`src/rtl/uart_rx_core.sv`:
```
// uart_rx_core: oversampling UART receiver with centre sampling, optional parity,
// framing/overrun detection and a valid/ready output register.
module uart_rx_core #(
  parameter int unsigned DATA_BITS  = 7,
  parameter int unsigned OVERSAMPLE = 8,
  parameter int unsigned PARITY     = 0
) (
  input  logic                 clk,
  input  logic                 rst_n,
  input  logic                 ena,
  input  logic                 rx,
  input  logic                 ready_in,
  output logic [DATA_BITS-1:0] data_out,
  output logic                 valid_out,
  output logic                 frame_err,
  output logic                 parity_err,
  output logic                 overrun,
  output logic [2:0]           state_out
);

  localparam int unsigned SC_W = $clog2(OVERSAMPLE);
  localparam int unsigned BC_W = $clog2(DATA_BITS);

  localparam logic [SC_W-1:0] SC_HALF = SC_W'(OVERSAMPLE / 2 - 1);
  localparam logic [SC_W-1:0] SC_LAST = SC_W'(OVERSAMPLE - 1);
  localparam logic [BC_W-1:0] BC_LAST = BC_W'(DATA_BITS - 1);

  localparam logic [2:0] S_IDLE  = 3'd0;
  localparam logic [2:0] S_START = 3'd1;
  localparam logic [2:0] S_DATA  = 3'd2;
  localparam logic [2:0] S_PAR   = 3'd3;
  localparam logic [2:0] S_STOP  = 3'd4;

  logic                 rx_meta;
  logic                 rxs;
  logic                 armed_q;
  logic [2:0]           state_q;
  logic [2:0]           state_d;
  logic [SC_W-1:0]      sc_q;
  logic [SC_W-1:0]      sc_d;
  logic [BC_W-1:0]      bc_q;
  logic [BC_W-1:0]      bc_d;
  logic [DATA_BITS-1:0] shift_q;
  logic [DATA_BITS-1:0] shift_d;
  logic                 par_err_q;
  logic                 par_err_d;
  logic                 par_calc_c;
  logic                 done_c;
  logic                 stop_bad_c;

  // Two-flop synchroniser; idles high so reset never looks like a start bit.
  always_ff @(posedge clk or negedge rst_n) begin
    if (!rst_n) begin
      rx_meta <= 1'b1;
      rxs     <= 1'b1;
    end else begin
      rx_meta <= rx;
      rxs     <= rx_meta;
    end
  end

  assign par_calc_c = (^shift_q) ^ rxs;

  // Next-state and datapath decode; everything holds on cycles without a tick.
  always_comb begin
    state_d    = state_q;
    sc_d       = sc_q;
    bc_d       = bc_q;
    shift_d    = shift_q;
    par_err_d  = par_err_q;
    done_c     = 1'b0;
    stop_bad_c = 1'b0;
    if (ena) begin
      case (state_q)
        S_IDLE: begin
          if (armed_q && !rxs) begin
            state_d = S_START;
            sc_d    = '0;
          end
        end
        S_START: begin
          if (sc_q == SC_HALF) begin
            sc_d = '0;
            if (!rxs) begin
              state_d   = S_DATA;
              bc_d      = '0;
              par_err_d = 1'b0;
            end else begin
              state_d = S_IDLE;
            end
          end else begin
            sc_d = sc_q + 1'b1;
          end
        end
        S_DATA: begin
          if (sc_q == SC_LAST) begin
            sc_d    = '0;
            shift_d = {rxs, shift_q[DATA_BITS-1:1]};
            bc_d    = bc_q + 1'b1;
            if (bc_q == BC_LAST) begin
              state_d = (PARITY != 0) ? S_PAR : S_STOP;
            end
          end else begin
            sc_d = sc_q + 1'b1;
          end
        end
        S_PAR: begin
          if (sc_q == SC_LAST) begin
            sc_d      = '0;
            par_err_d = (PARITY == 2) ? ~par_calc_c : par_calc_c;
            state_d   = S_STOP;
          end else begin
            sc_d = sc_q + 1'b1;
          end
        end
        S_STOP: begin
          // Leave at mid-stop so the next start edge is caught on time.
          if (sc_q == SC_LAST) begin
            sc_d       = '0;
            state_d    = S_IDLE;
            done_c     = 1'b1;
            stop_bad_c = !rxs;
          end else begin
            sc_d = sc_q + 1'b1;
          end
        end
        default: begin
          state_d = S_IDLE;
          sc_d    = '0;
        end
      endcase
    end
  end

  // FSM state, counters, shift register and start-arming flag.
  always_ff @(posedge clk or negedge rst_n) begin
    if (!rst_n) begin
      state_q   <= S_IDLE;
      sc_q      <= '0;
      bc_q      <= '0;
      shift_q   <= '0;
      par_err_q <= 1'b0;
      armed_q   <= 1'b0;
    end else begin
      state_q   <= state_d;
      sc_q      <= sc_d;
      bc_q      <= bc_d;
      shift_q   <= shift_d;
      par_err_q <= par_err_d;
      if (stop_bad_c) begin
        armed_q <= 1'b0;
      end else if (ena && rxs) begin
        armed_q <= 1'b1;
      end
    end
  end

  assign state_out = state_q;

  // Output register: a completion may replace a word consumed in the same cycle.
  always_ff @(posedge clk or negedge rst_n) begin
    if (!rst_n) begin
      data_out   <= '0;
      valid_out  <= 1'b0;
      frame_err  <= 1'b0;
      parity_err <= 1'b0;
      overrun    <= 1'b0;
    end else begin
      if (valid_out && ready_in) begin
        overrun <= 1'b0;
      end
      if (done_c) begin
        if (!valid_out || ready_in) begin
          data_out   <= shift_q;
          frame_err  <= stop_bad_c;
          parity_err <= par_err_q;
          valid_out  <= 1'b1;
        end else begin
          overrun <= 1'b1;
        end
      end else if (valid_out && ready_in) begin
        valid_out <= 1'b0;
      end
    end
  end

endmodule

```
`config.mk`:
```
export PLATFORM = sky130hd
export DESIGN_NAME = uart_rx_core
export DESIGN_NICKNAME = d
export VERILOG_FILES = /design/src/rtl/uart_rx_core.sv
export SDC_FILE = /design/constraint.sdc
export NUM_CORES = 1
export LEC_CHECK = 0
export CAP_MARGIN = 30
export CORE_UTILIZATION = 40
export CTS_CLUSTER_DIAMETER = 200
export DETAILED_ROUTE_END_ITERATION = 10
export HOLD_SLACK_MARGIN = 0.02
export PLACE_DENSITY_LB_ADDON = 0.05
export SLEW_MARGIN = 20
export SYNTH_ARGS = -nofsm -noshare
export SYNTH_HDL_FRONTEND = slang
export SYNTH_SLANG_ARGS = --single-unit
```
`constraint.sdc`:
```
create_clock -name clk -period 2 [get_ports clk]
set_clock_uncertainty 0.05 [all_clocks]
set_input_delay 0.5 -clock clk [delete_from_list [all_inputs] [get_ports clk]]
set_output_delay 0.5 -clock clk [all_outputs]
set_load 0.01 [all_outputs]
```
### After elaboration in Yosys (flattened, before gate mapping)

Cells that the tools add are included.

* bits of input ports: 5
* word-level logic and storage cells: 85
* register bits: 31
* output and inout port bits: 14

* reductions and logical operators: 20
* bitwise logic cells: 1
* equal/unequal tests: 15
* muxes and demuxes: 34
* $add $sub $neg: 2

Operators by type and width (number)
* $mux W3: 12
* $mux W1: 17
* $pmux W3 S5: 1
* $ne A2 B2 Y1 const B: 7
* $reduce_and A5 Y1: 2
* $eq A3 B2 Y1 const B: 3
* $eq A3 B3 Y1 const B: 3
* $pmux W3 S3: 1
* $reduce_bool A2 Y1: 4
* $reduce_and A7 Y1: 1
* $reduce_xor A7 Y1: 1
* $add A3 B1 Y3 const B: 2
* $pmux W3 S2: 1
* $reduce_and A2 Y1: 3
* $eq A3 B1 Y1 const B: 1
* $logic_and A1 B1 Y1: 3
* $logic_not A3 Y1: 1
* $reduce_and A3 Y1: 1
* $reduce_or A3 Y1: 1
* $logic_not A1 Y1: 2
* $mux W2: 1
* $ne A2 B1 Y1 const B: 1
* $pmux W1 S2: 1
* $logic_or A1 B1 Y1: 1
* $xor A1 B1 Y1: 1

### Longest topological paths before layout

* depth in word-level cells: 6
* depth in mapped cells: 6
* depth with buffers taken out: 6

### Least setup slack after synthesis

Ideal clock, no wire load.

* kind: flip-flop to flip-flop
* from: register sc_q[0]
* to: register state_q[0] (netlist: state_out[0])
* stages on the path, launching flop included: 7
* required time: 1.825 ns
* path slack: 0.254 ns
* buffers on the path: 0
* arrival: 1.572 ns
* setup time: 0.125 ns
* cells stage by stage: dfrtp_1 > ha_1 > nor2b_1 > nor4b_2 > a311oi_2 > nor2b_1 > mux2_2

* word-level cells in the longest chain between the ends: 3

Ends and longest elaborated chain
* start, declared: line 39 `logic [SC_W-1:0] sc_q;`
* start signal, assigned: line 139 `sc_q <= '0;`
* start signal, assigned: line 146 `sc_q <= sc_d;`
* $eq A3 B3 Y1 or $eq A3 B2 Y1 (tied branches)
* $ne A2 B2 Y1 (no source line)
* $reduce_and A7 Y1 (no source line) *
* end signal, assigned: line 145 `state_q <= state_d;`
* end, declared: line 37 `logic [2:0] state_q;`

Mark *: on every way between the ends. The rest lies on a longest branch, timed or not.
A chain may end at the register's enable or synchronous reset.

### Final worst setup path

* from: register state_q[2] (netlist: state_out[2])
* to: output port state_out[2]

RTL lines
* end, declared: line 18 `output logic [2:0] state_out`

No word-level cell between the ends.

==> results.toml <==
[cells_and_area]
n_antenna_cell = 0
fin_nets = 169
num-fill-cells = 351
postLayoutCellArea_um2 = 1960
layoutNonFillerInstCount = 208
final_cell_mix = "27 x dfrtp_1, 18 x clkdlybuf4s50_1, 10 x buf_4"
area_delta_synth_final_pct = 25.8
final_common_cell = "dfrtp_1"
drive_gt1_share_pct = 30.6

[clocking]
cts_buffers = 5
cts.sinks = 31
clk_path_buf_depth = 2
cts-root-buf = "clkbuf_8"
cts_tree = "done"
post-cts-setup-buffer-count = 0
cts.clk_slew.worst_paths_ns = 0.06
worstSkewPairLatency_ns = 0.27
htree_num_levels = 2
postCtsHoldBufs = 0

[power_and_ir_drop]
p_int_mw = 1.37
swShare_pct = 31.5
clkPwrFrac_pct = 26.7
leakagePower_nw = 0.907
ir_drop_uv = 415
p_per_area_nw_per_um2 = 1020
p_seq_share_pct = 39.8
p_comb_share_pct = 33.5
switching_power_uw = 634

[detailed_routing]
final_antenna_net_count = 0
drt_iter0_drc = 29
vias_per_cell = 4.89
routed_wl_mm = 2.71
drc = 0
post_drt_wl_per_cell_um = 13.0
first_pass_iters = 4
vias = 1018

[status]
status = "complete, no violations"

[sta]
slew_headroom_pct = 71.7
rsz0062_at_grt = "no"
setup_tns_ns = 0
period_minus_slack_ns = 1.90
setup_viol = 0
timing.fmax_mhz = 525
maxSlewViolCount = 0
setup_slack_ns = 0.0964
finalCritPeriodShare_pct = 95.2
hold_viol = 0
tightest_slew_ns = 0.423

[placed_design]
dp_hpwl_mm = 1.95
placed_cell_area_um2 = 1860
port_buffers = 18
post-place-ws_ns = -0.120
placed_cells = 200
routabilityCongestion = 0.773

[floorplan]
core-area_um2 = 3720
start_util_pct = 42.0
fp.dieW_um = 64.5
fp.dieH_um = 64.5
io_pins = 19
rows = 22
die-area_um2 = 4160

[job]
cap_viol_max_count = 0

[global_routing]
grtUsageTotal_pct = 15.5
antenna_found_initial = 0
grt_max_degree = 32
grt-ovfl-total = 0
grt_first_pass_wirelength_mm = 4.83
grt_pass1_vias = 1056

[hold_path]
whs_path_depth = 0
holdPathEnd = "rxs"
min_from = "rx_meta"
hold_class = "reg2reg"

[critical_path]
end_kind = "output port"
cp.arrival_ns = 1.35
rr_worst_depth = 7
startpoint_type = "flop"
r2r_start = "sc_q[1]"
required_ns = 1.45
rr_endpoint = "state_out[1]"
ff2ff_setup_slack_ns = 0.17
crit_type = "reg2out"
cp_max_fo = 7

[synthesis]
postSynthCellCount = 127
yosys_warnings = 0
synth.avg_cell_area_um2 = 12.3
seq_area_frac_synth_pct = 49.8
ys_ff_latch = 31
synthArstFlopShare_pct = 100
synth_area_um2 = 1560
syn-num-nets = 137
dominantRegCellSynth = "dfrtp_1"
ys_types = 32
synth_edf_count = 0
logic make-up (layout without fill, tap and decap cells):
logic type                 after synthesis  in the layout  share of synthesized area (%)
AOI/OAI and AO/OA                       20             20                           10.3
xor gates and xnor gates                 8              8                           4.49
adders and majority gates                5              5                           4.01
buffers and inverters                   11             44                           4.17
DFF                                     31             31                           49.8
muxes                                   18             18                           14.5
and+or+nand+nor                         34             34                           12.7
repair_timing:
action	CTS	global route
endpoints found under the hold margin	0	0
resized for setup	0	2
setup endpoints to repair	0	2
flip-flops by register name (all words and copies together) (netlist names), 3 cells and up:
name,cells
data_out,7
state_out,3
shift_q,7
sc_q,3
bc_q,3
critical path: stages, from the launching register on:
cell and delay [ns]:
dfrtp_1 0.36, buf_4 0.18, clkdlybuf4s50_1 0.54
cell usage after synthesis, types with 3 or more instances:
| library cell | instances | area share [%] |
|---|---|---|
| a21oi_1 | 7 | 2.2 |
| buf_6 | 3 | 2.2 |
| dfrtp_1 | 29 | 46 |
| ha_1 | 5 | 4.0 |
| inv_1 | 7 | 1.7 |
| mux2_2 | 9 | 6.5 |
| mux2_4 | 7 | 6.7 |
| nand2_1 | 9 | 2.2 |
| nor2_1 | 9 | 2.2 |
| nor2b_1 | 3 | 1.2 |
| nor3_1 | 5 | 1.6 |
| o21ai_0 | 4 | 1.3 |
| xnor2_1 | 7 | 3.9 |
per-stage QoR:
step,util [%],hold slack [ns],power (mW)
4_1_cts,52.8,0.307,2.03
5_1_grt,52.9,0.312,2.14
3_3_place_gp,50.0,0.297,1.48
2_1_floorplan,-,0.154,1.23
6_report,52.9,0.307,2.01
3_5_place_dp,50.0,0.297,1.48
power groups by stage:
stage | clock [mW] | sequential, mW | combinational, mW
floorplan | 0 | 0.778 | 0.456
global placement | 0 | 0.804 | 0.673
detailed placement | 0 | 0.805 | 0.675
CTS | 0.565 | 0.793 | 0.677
global route | 0.593 | 0.812 | 0.735
finish | 0.536 | 0.799 | 0.673
routing by layer:
| layer | GRT usage [%] | wire length [um] |
|---|---|---|
| met1 | 18.6 | 1310 |
| met5 | 0 | 0 |
| met2 | 25.0 | 1300 |
| met4 | 6.39 | 22 |
| met3 | 5.46 | 73 |
worst max-delay path by stage:
stage                       startpoint            to  slack (ns)  depth (start not counted)
after floorplan                sc_q[0]  state_out[0]        0.25                          6
after global placement             ena   data_out[3]       -0.09                          6
after detailed placement           ena   data_out[5]       -0.12                          6
after CTS                 state_out[1]  state_out[1]        0.02                          1
after global routing      state_out[2]  state_out[2]        0.04                          2
final                     state_out[2]  state_out[2]         0.1                          2
final cells by class:
class                      count  area [um2]  share of cell area [%]
clock inverter                 1        7.51                   0.382
clock buffer                   7        96.3                    4.90
timing repair buffer          29         275                    14.0
tap                           48        60.1                    3.06
multi-input combinational     85         718                    36.6
inverter                       7        26.3                    1.34
sequential                    31         781                    39.7
Power figures use the tool's default switching activity.
